==> src/rtl/serial_frame_tx_pkg.sv <==
// Shared serial-link definitions: FSM state encodings, line levels and frame format.
// Imported by the transmitter and usable by the matching receive side.
package serial_frame_tx_pkg;

    typedef enum logic [2:0] {
        ST_IDLE   = 3'd0,
        ST_START  = 3'd1,
        ST_DATA   = 3'd2,
        ST_PARITY = 3'd3,
        ST_STOP   = 3'd4
    } tx_state_t;

    localparam logic LINE_IDLE  = 1'b1;
    localparam logic LINE_START = 1'b0;

    // Frame format: one start bit, payload LSB-first, optional even parity, one stop bit.
    localparam int FRAME_OVERHEAD_BITS = 2;

    function automatic int frame_bits(input int data_w, input bit parity_en);
        return FRAME_OVERHEAD_BITS + data_w + (parity_en ? 1 : 0);
    endfunction

    // Counter width for a count range of n values, never narrower than one bit.
    function automatic int cnt_width(input int n);
        return (n > 1) ? $clog2(n) : 1;
    endfunction

endpackage

==> src/rtl/serial_frame_tx_bit_timer.sv <==
// Bit-period timer: counts 0..CLKS_PER_BIT-1 and raises tick in the last clock of each period.
module bit_timer
    import serial_frame_tx_pkg::*;
#(
    parameter int CLKS_PER_BIT = 4
) (
    input  logic clk,
    input  logic reset,
    input  logic clr,
    output logic tick
);

    localparam int CNT_W = cnt_width(CLKS_PER_BIT);
    localparam logic [CNT_W-1:0] CNT_LAST = CNT_W'(CLKS_PER_BIT - 1);

    logic [CNT_W-1:0] cnt;

    assign tick = (cnt == CNT_LAST);

    // NOTE: sequential state uses non-blocking (<=) so every register samples pre-edge values.
    always_ff @(posedge clk) begin
        if (reset || clr || tick) begin
            cnt <= '0;
        end else begin
            cnt <= cnt + 1'b1;
        end
    end

endmodule

==> src/rtl/serial_frame_tx.sv <==
// Framed serial transmitter: start bit, payload LSB-first, optional even parity, stop bit.
// Each bit is held CLKS_PER_BIT clocks; the registered line idles high.
module serial_frame_tx
    import serial_frame_tx_pkg::*;
#(
    parameter int DATA_W       = 8,
    parameter int CLKS_PER_BIT = 4,
    parameter bit PARITY_EN    = 1'b1
) (
    input  logic              clk,
    input  logic              reset,
    input  logic [DATA_W-1:0] in_data,
    input  logic              in_valid,
    output logic              in_ready,
    output logic              out,
    output logic              busy,
    output logic              done
);

    localparam int IDX_W = cnt_width(DATA_W);
    localparam logic [IDX_W-1:0] LAST_IDX = IDX_W'(DATA_W - 1);

    tx_state_t         state, state_next;
    logic [DATA_W-1:0] shreg, shreg_next;
    logic [IDX_W-1:0]  idx, idx_next;
    logic              parity_q, parity_next;
    logic              out_next;
    logic              tick;
    logic              timer_clr;
    logic              accept;

    // Holding the timer clear while idle aligns every bit period to the accept edge.
    assign timer_clr = (state == ST_IDLE);

    bit_timer #(
        .CLKS_PER_BIT(CLKS_PER_BIT)
    ) u_bit_timer (
        .clk  (clk),
        .reset(reset),
        .clr  (timer_clr),
        .tick (tick)
    );

    assign in_ready = (state == ST_IDLE);
    assign accept   = in_valid & in_ready;
    assign busy     = (state != ST_IDLE);
    assign done     = (state == ST_STOP) & tick & ~reset;

    // NOTE: every signal driven here gets a default first; a missed path would infer a latch.
    always_comb begin
        state_next  = state;
        shreg_next  = shreg;
        idx_next    = idx;
        parity_next = parity_q;

        unique case (state)
            ST_IDLE: begin
                if (accept) begin
                    state_next  = ST_START;
                    shreg_next  = in_data;
                    parity_next = ^in_data;
                    idx_next    = '0;
                end
            end
            ST_START: begin
                if (tick) state_next = ST_DATA;
            end
            ST_DATA: begin
                if (tick) begin
                    if (idx == LAST_IDX) begin
                        state_next = PARITY_EN ? ST_PARITY : ST_STOP;
                        idx_next   = '0;
                    end else begin
                        idx_next   = idx + 1'b1;
                        shreg_next = shreg >> 1;
                    end
                end
            end
            ST_PARITY: begin
                if (tick) state_next = ST_STOP;
            end
            ST_STOP: begin
                if (tick) state_next = ST_IDLE;
            end
            default: state_next = ST_IDLE;
        endcase
    end

    // The line level is decoded from the next state so that out is a clean register.
    always_comb begin
        out_next = LINE_IDLE;
        unique case (state_next)
            ST_IDLE:   out_next = LINE_IDLE;
            ST_START:  out_next = LINE_START;
            ST_DATA:   out_next = shreg_next[0];
            ST_PARITY: out_next = parity_next;
            ST_STOP:   out_next = LINE_IDLE;
            default:   out_next = LINE_IDLE;
        endcase
    end

    always_ff @(posedge clk) begin
        if (reset) begin
            state    <= ST_IDLE;
            shreg    <= '0;
            idx      <= '0;
            parity_q <= 1'b0;
            out      <= LINE_IDLE;
        end else begin
            state    <= state_next;
            shreg    <= shreg_next;
            idx      <= idx_next;
            parity_q <= parity_next;
            out      <= out_next;
        end
    end

endmodule

==> config.mk <==
export PLATFORM = sky130hd
export DESIGN_NAME = serial_frame_tx
export DESIGN_NICKNAME = d
export VERILOG_FILES = /design/src/rtl/serial_frame_tx_pkg.sv /design/src/rtl/serial_frame_tx_bit_timer.sv /design/src/rtl/serial_frame_tx.sv
export SDC_FILE = /design/constraint.sdc
export NUM_CORES = 1
export LEC_CHECK = 0
export CORE_AREA = 2 2 48 50
export CTS_BUF_LIST = sky130_fd_sc_hd__clkbuf_16
export CTS_CLUSTER_SIZE = 40
export DETAILED_ROUTE_END_ITERATION = 6
export DIE_AREA = 0 0 50 52
export GPL_TIMING_DRIVEN = 0
export HOLD_SLACK_MARGIN = 0.12
export PLACE_DENSITY = 0.76
export SYNTH_ARGS = -nofsm -noshare
export SYNTH_HDL_FRONTEND = slang
export SYNTH_SLANG_ARGS = --single-unit
==> constraint.sdc <==
create_clock -name clk -period 1.5 [get_ports clk]
set_input_delay 0.375 -clock clk [delete_from_list [all_inputs] [get_ports clk]]
set_output_delay 0.375 -clock clk [all_outputs]
set_load 0.005 [all_outputs]
==> flow_summary.toml, run 1 <==
[synthesis]
synth.distinct_cells = 39
synthCells = 95
avgSynthCellArea_um2 = 9.720
synth_top_area_share_pct = 39.02
syn_nets = 109
yosysSeqAreaShare_pct = 39.02
synth_top_area_cell = "dfxtp_1"
ys_warn_count = 0
synth_seq_cells = 18
synthesis.area_um2 = 923.4
synthTopCellsByArea = "dfxtp_1, xnor2_1, a22oi_1"

[setup_path]
reg2regPathDepth = 6
critPathTopFamily = "adder cells"
path_max_fanout = 2
crit_chain = "ha_1, ha_2, and3_4, o31ai_4, nor3b_2, a22oi_2"
crit_arrival_ps = 1630
cp-start-kind = "flip-flop"
reg2reg_to = "out"
cp_slowest_cell = "dfxtp_2"
max_stage_delay_ps = 320
criticalPathCategory = "reg2reg"
worst-path-buf-inv = 0
worstReg2RegStart = "idx[0]"
reg2reg_slack_ps = -9
crit_path_end_kind = "flip-flop"
required_ps = 1620

[floorplan]
core.rowCount = 17
fp.dieH_um = 52
start_util_pct = 43.85
die_w_um = 50
die_area_um2 = 2600
core-area_um2 = 2106
boundaryPins = 15

[sta]
worst_slack_ps = -8.794
setup_violations = 1
max_freq_mhz = 662.8
min_period_over_period_pct = 100.6
skew_ps = 4.795
slew_violations = 0
grt_setup_unrepaired = "yes"
timing.hold.ws_ps = 450.9
min_period_ps = 1509
finalSetupTns_ps = -8.794
tightest_slew_ps = 483.8
slew_headroom_pct = 67.75
final-hold-violation-count = 0

[drt]
final_antenna_net_count = 0
drt-wirelength-per-cell_um = 13.80
drtPass1Iterations = 4
viasPerCell = 5.239
drc = 0
wl_um = 2139
drtIter0Drc = 11
num_vias = 812

[placement]
gp_congestion = 0.7578
place_hpwl_um = 1280
io_buffer_count = 13
placed_area_um2 = 1089

[power_and_ir_drop]
power_uw = 1254
p_per_area_nw_per_um2 = 890.4
ir_drop_v = 0.0006201
leakage_uw = 0.0005250

[finish]
drive_gt1_share_pct = 39.37
num_antenna_cells = 0
nFillCells = 163
areaGrowthSynthToFinish_pct = 52.57
ff_latch_area_um2 = 370.4
fin_nets = 142
fin_area_um2 = 1409
multi_input_area_um2 = 593.1
utilization_pct = 66.90

[clock_tree]
clockBufferDepth = 2
ctsHoldBuffers = 0
clkLatencyLatePin_ps = 250
htree_levels = 1
cts_sinks = 18
clkTransAtPathRegs_ps = 50
root_buffer = "clkbuf_16"
cts_tree = "yes"
cts_buffers = 3

[flow_run]
max_cap_violations = 0

[grt]
antenna_found_initial = 0
grt_pass1_wl_um = 3325
overflow = 0
grt_max_degree = 11
first_global_vias = 758
grt_usage_pct = 16.85

[run_status]
failed_checks = "negative setup slack"
outcome = "complete, but fails checks"

[min_path]
hp-start = "shreg[4]"
min_to = "shreg[4]"
hold-path-cell-count = 2
worst_hold_path_type = "reg2reg"
tightest hold or removal path, delay by kind of cell, from the launching register on:
kind,cells,cell delay (ps)
flip-flops,1,300
AND/OR/NAND/NOR,1,50
AO/OA/AOI/OAI,1,50
layout by cell type (no fill, tap or decap), types with 3 or more instances in the layout:
master / count
clkbuf_16: 3
dfxtp_2: 5
xnor2_1: 7
nor2_1: 7
buf_4: 12
a22oi_1: 7
nand2_1: 6
buf_6: 6
a21oi_1: 8
clkdlybuf4s50_1: 9
dfxtp_1: 12
cells in the mapped netlist:
library cell  number
dfxtp_1           18
a21oi_1            9
a22oi_1            8
nor2_1             8
xnor2_1            7
nand2_1            6
ha_1               3
buf_4              2
buf_6              2
inv_1              2
nand3b_1           2
a211oi_1           1
a21boi_1           1
a221oi_4           1
a22oi_2            1
a31oi_1            1
a41oi_2            1
and2_1             1
and3_1             1
and3b_1            1
and4_4             1
and4b_1            1
buf_1              1
buf_2              1
clkbuf_1           1
mux2i_1            1
nand3_1            1
nand4_1            1
nand4b_1           1
nor2_2             1
nor2b_1            1
nor3_1             1
nor3b_1            1
nor4_1             1
nor4b_1            1
nor4b_4            1
o21bai_1           1
o31ai_1            1
or2_0              1
worst max path at each step:
stage                     slack, ps  cells past startpoint       end               start
after detailed placement       -370                      4      done  u_bit_timer.cnt[0]
after global placement         -370                      5       out            in_valid
final                            -9                      6       out              idx[0]
after CTS                        -1                      4      done  u_bit_timer.cnt[0]
after floorplan                  60                      6       out              idx[0]
after global routing            -50                      6  shreg[0]            state[1]
registers in the layout, summed over array words and instances (netlist names):
name	cells
u_bit_timer.cnt	2
idx	3
state	3
parity_q	1
shreg	8
out	1
logic make-up (layout without fill, tap and decap cells):
group           Yosys count  after routing  share of synthesized area [%]
simple gates             32             32                          21.68
compound gates           25             25                          21.28
xor+xnor                  7              7                          6.640
flops                    18             18                          39.02
mux                       1              1                          1.084
fa+ha+maj                 3              3                          4.065
buf+inv                   9             41                          6.231
routing by layer:
metal  track usage [%]  vias up  wire [µm]
met5                 0        -          0
met4             4.167        0          0
met3             2.586        0         56
met2             30.92       14       1196
met1             20.43      388        886
li1                  -      410          -
layout make-up:
cell class / instances / share of cell area, %
Clock inverter: 1 / 0.2664
Clock buffer: 3 / 5.329
Sequential cell: 18 / 26.29
Inverter: 2 / 0.5329
Tap cell: 28 / 2.487
Buffer: 6 / 4.263
Timing Repair Buffer: 29 / 18.74
Multi-Input combinational cell: 68 / 42.10
power by group:
group	switching [µW]	internal, µW
combinational	90.5	125
clock	174	354
sequential	11.9	499
total	276	978
through the flow:
stage | worst slack, ps | cells
finish | -8.794 | 155
global route | -48.93 | 155
CTS | -1.474 | 150
detailed placement | -374.5 | 136
global placement | -373.6 | 136
floorplan | 56.15 | 95
repair_timing:
action	CTS	global route
pin swaps	3	11
endpoints found under the setup margin	7	7
gates resized for setup	37	10
buffers inserted	10	6
gates cloned	0	0
hold endpoints to repair	0	0
No activity file was read; power rests on OpenSTA's default activity.
==> run 2, diff against run 1 <==
Settings changed: CORE_AREA 2 2 48 50 to 2 2 47 49, CTS_BUF_LIST sky130_fd_sc_hd__clkbuf_16 to sky130_fd_sc_hd__clkbuf_8, CTS_CLUSTER_DIAMETER set to 40, DIE_AREA 0 0 50 52 to 0 0 49 51, PLACE_DENSITY 0.76 to 0.79, SLEW_MARGIN set to 10.
==> flow_summary.toml, run 2 (synthesis results as in run 1) <==
[run_status]
outcome = "complete, but fails checks"
failed_checks = "negative setup slack"

[clock_tree]
cts_buffers = 3
root_buffer = "clkbuf_8"
cts_sinks = 18
cts_tree = "yes"
htree_levels = 1
clkTransAtPathRegs_ps = 60
clockBufferDepth = 2
ctsHoldBuffers = 0
clkLatencyLatePin_ps = 260

[finish]
areaGrowthSynthToFinish_pct = 45.93
fin_nets = 142
mostFrequentLayoutCell = "buf_4"
drive_gt1_share_pct = 38.89
ff_latch_area_um2 = 370.4
top_regs = "shreg: 8 flops, idx: 3 flops, state: 3 flops"
num_antenna_cells = 0
layout_common_cells = "buf_4, dfxtp_1, a21oi_1, clkdlybuf4s50_1, a22oi_1"
largest_register_ffs = 8
multi_input_area_um2 = 589.3
fin_area_um2 = 1348
nFillCells = 166
top_register = "shreg"

[floorplan]
core.rowCount = 17
core-area_um2 = 2063
fp.dieH_um = 51
die_w_um = 49
boundaryPins = 15
die_area_um2 = 2499
start_util_pct = 44.75

[setup_path]
crit_path_end_kind = "primary output"
reg2regPathDepth = 7
criticalPathCategory = "reg2out"
required_ps = 1120
path_max_fanout = 2
cp-start-kind = "flip-flop"
crit_arrival_ps = 1150

[grt]
grt_max_degree = 11
grt_pass1_wl_um = 3525
grt_usage_pct = 18.71
first_global_vias = 800
overflow = 0
antenna_found_initial = 0

[sta]
setup_violations = 3
min_period_ps = 1522
slew_headroom_pct = 68.10
grt_setup_unrepaired = "yes"
max_freq_mhz = 656.9
final-hold-violation-count = 0
tightest_slew_ps = 478.5
worst_slack_ps = -22.28
finalSetupTns_ps = -38.14
min_period_over_period_pct = 101.5
skew_ps = 2.355
slew_violations = 0

[power_and_ir_drop]
leakage_uw = 0.0005002
power_uw = 1055
p_per_area_nw_per_um2 = 783.2
ir_drop_v = 0.0006545

[placement]
io_buffer_count = 13
placed_area_um2 = 1089
gp_congestion = 0.7514
post-place-ws_ps = -411.5
place_hpwl_um = 1275

[drt]
viasPerCell = 5.396
drc = 0
drtPass1Iterations = 4
drtIter0Drc = 18
num_vias = 831
final_antenna_net_count = 0
wl_um = 2163
drt-wirelength-per-cell_um = 14.05

[min_path]
hold-path-cell-count = 1
worst_hold_path_type = "reg2reg"

[flow_run]
max_cap_violations = 0
-- run 2: changes by cell type in the layout (fill, tap and decap cells not counted), sizes merged --
cell,delta
clkinv,-1
-- run 2: worst paths after layout --
path	slack [ps]	start	to
setup / recovery	-20	u_bit_timer.cnt[0]	done
hold / removal	430	u_bit_timer.cnt[0]	u_bit_timer.cnt[0]
setup reg to reg	-10	u_bit_timer.cnt[0]	out
hold reg to reg	430	u_bit_timer.cnt[0]	u_bit_timer.cnt[0]
-- run 2: final cells by class --
class	count	area share [%]
well taps	28	2.600
inverters	2	0.5571
flip-flops and latches	18	27.48
repair buffers	28	17.83
clock buffers	3	3.064
plain buffers	7	4.735
multi-input cells	68	43.73
-- run 2: critical path: stages, from the launching register on --
cell	delay, ps
dfxtp_2	330
ha_4	160
buf_6	110
and4b_1	170
buf_2	120
-- run 2: repair_timing --
action | 4_1_cts | 5_1_grt
gates resized for setup | 35 | 9
setup buffers | 12 | 3
pin swaps | 5 | 5
setup endpoints to repair | 9 | 13
-- run 2: power by group --
part / internal [µW] / switching, µW / leakage [µW]
clock network: 179 / 161 / 0.0000216
logic: 117 / 88.2 / 0.000328
registers: 499 / 11.6 / 0.000151
total: 794 / 261 / 0.000500
-- run 2: routing by layer --
| layer | routed length (µm) | vias to the layer above | GRT usage [%] | part of all wire [%] |
|---|---|---|---|---|
| li1 | - | 414 | - | - |
| met1 | 878 | 389 | 20.00 | 41 |
| met2 | 1154 | 25 | 34.70 | 53 |
| met3 | 90 | 3 | 3.216 | 4.2 |
| met4 | 39 | 0 | 10.95 | 1.8 |
| met5 | 0 | - | 0 | 0 |
-- run 2: per-stage QoR --
stage               instances  hold WS (ps)  utilization [%]
global placement          136         415.9            52.76
CTS                       151         432.7            62.58
global route              154         456.2            65.31
floorplan                  95         405.3                -
finish                    154         433.1            65.31
detailed placement        136         420.0            52.76
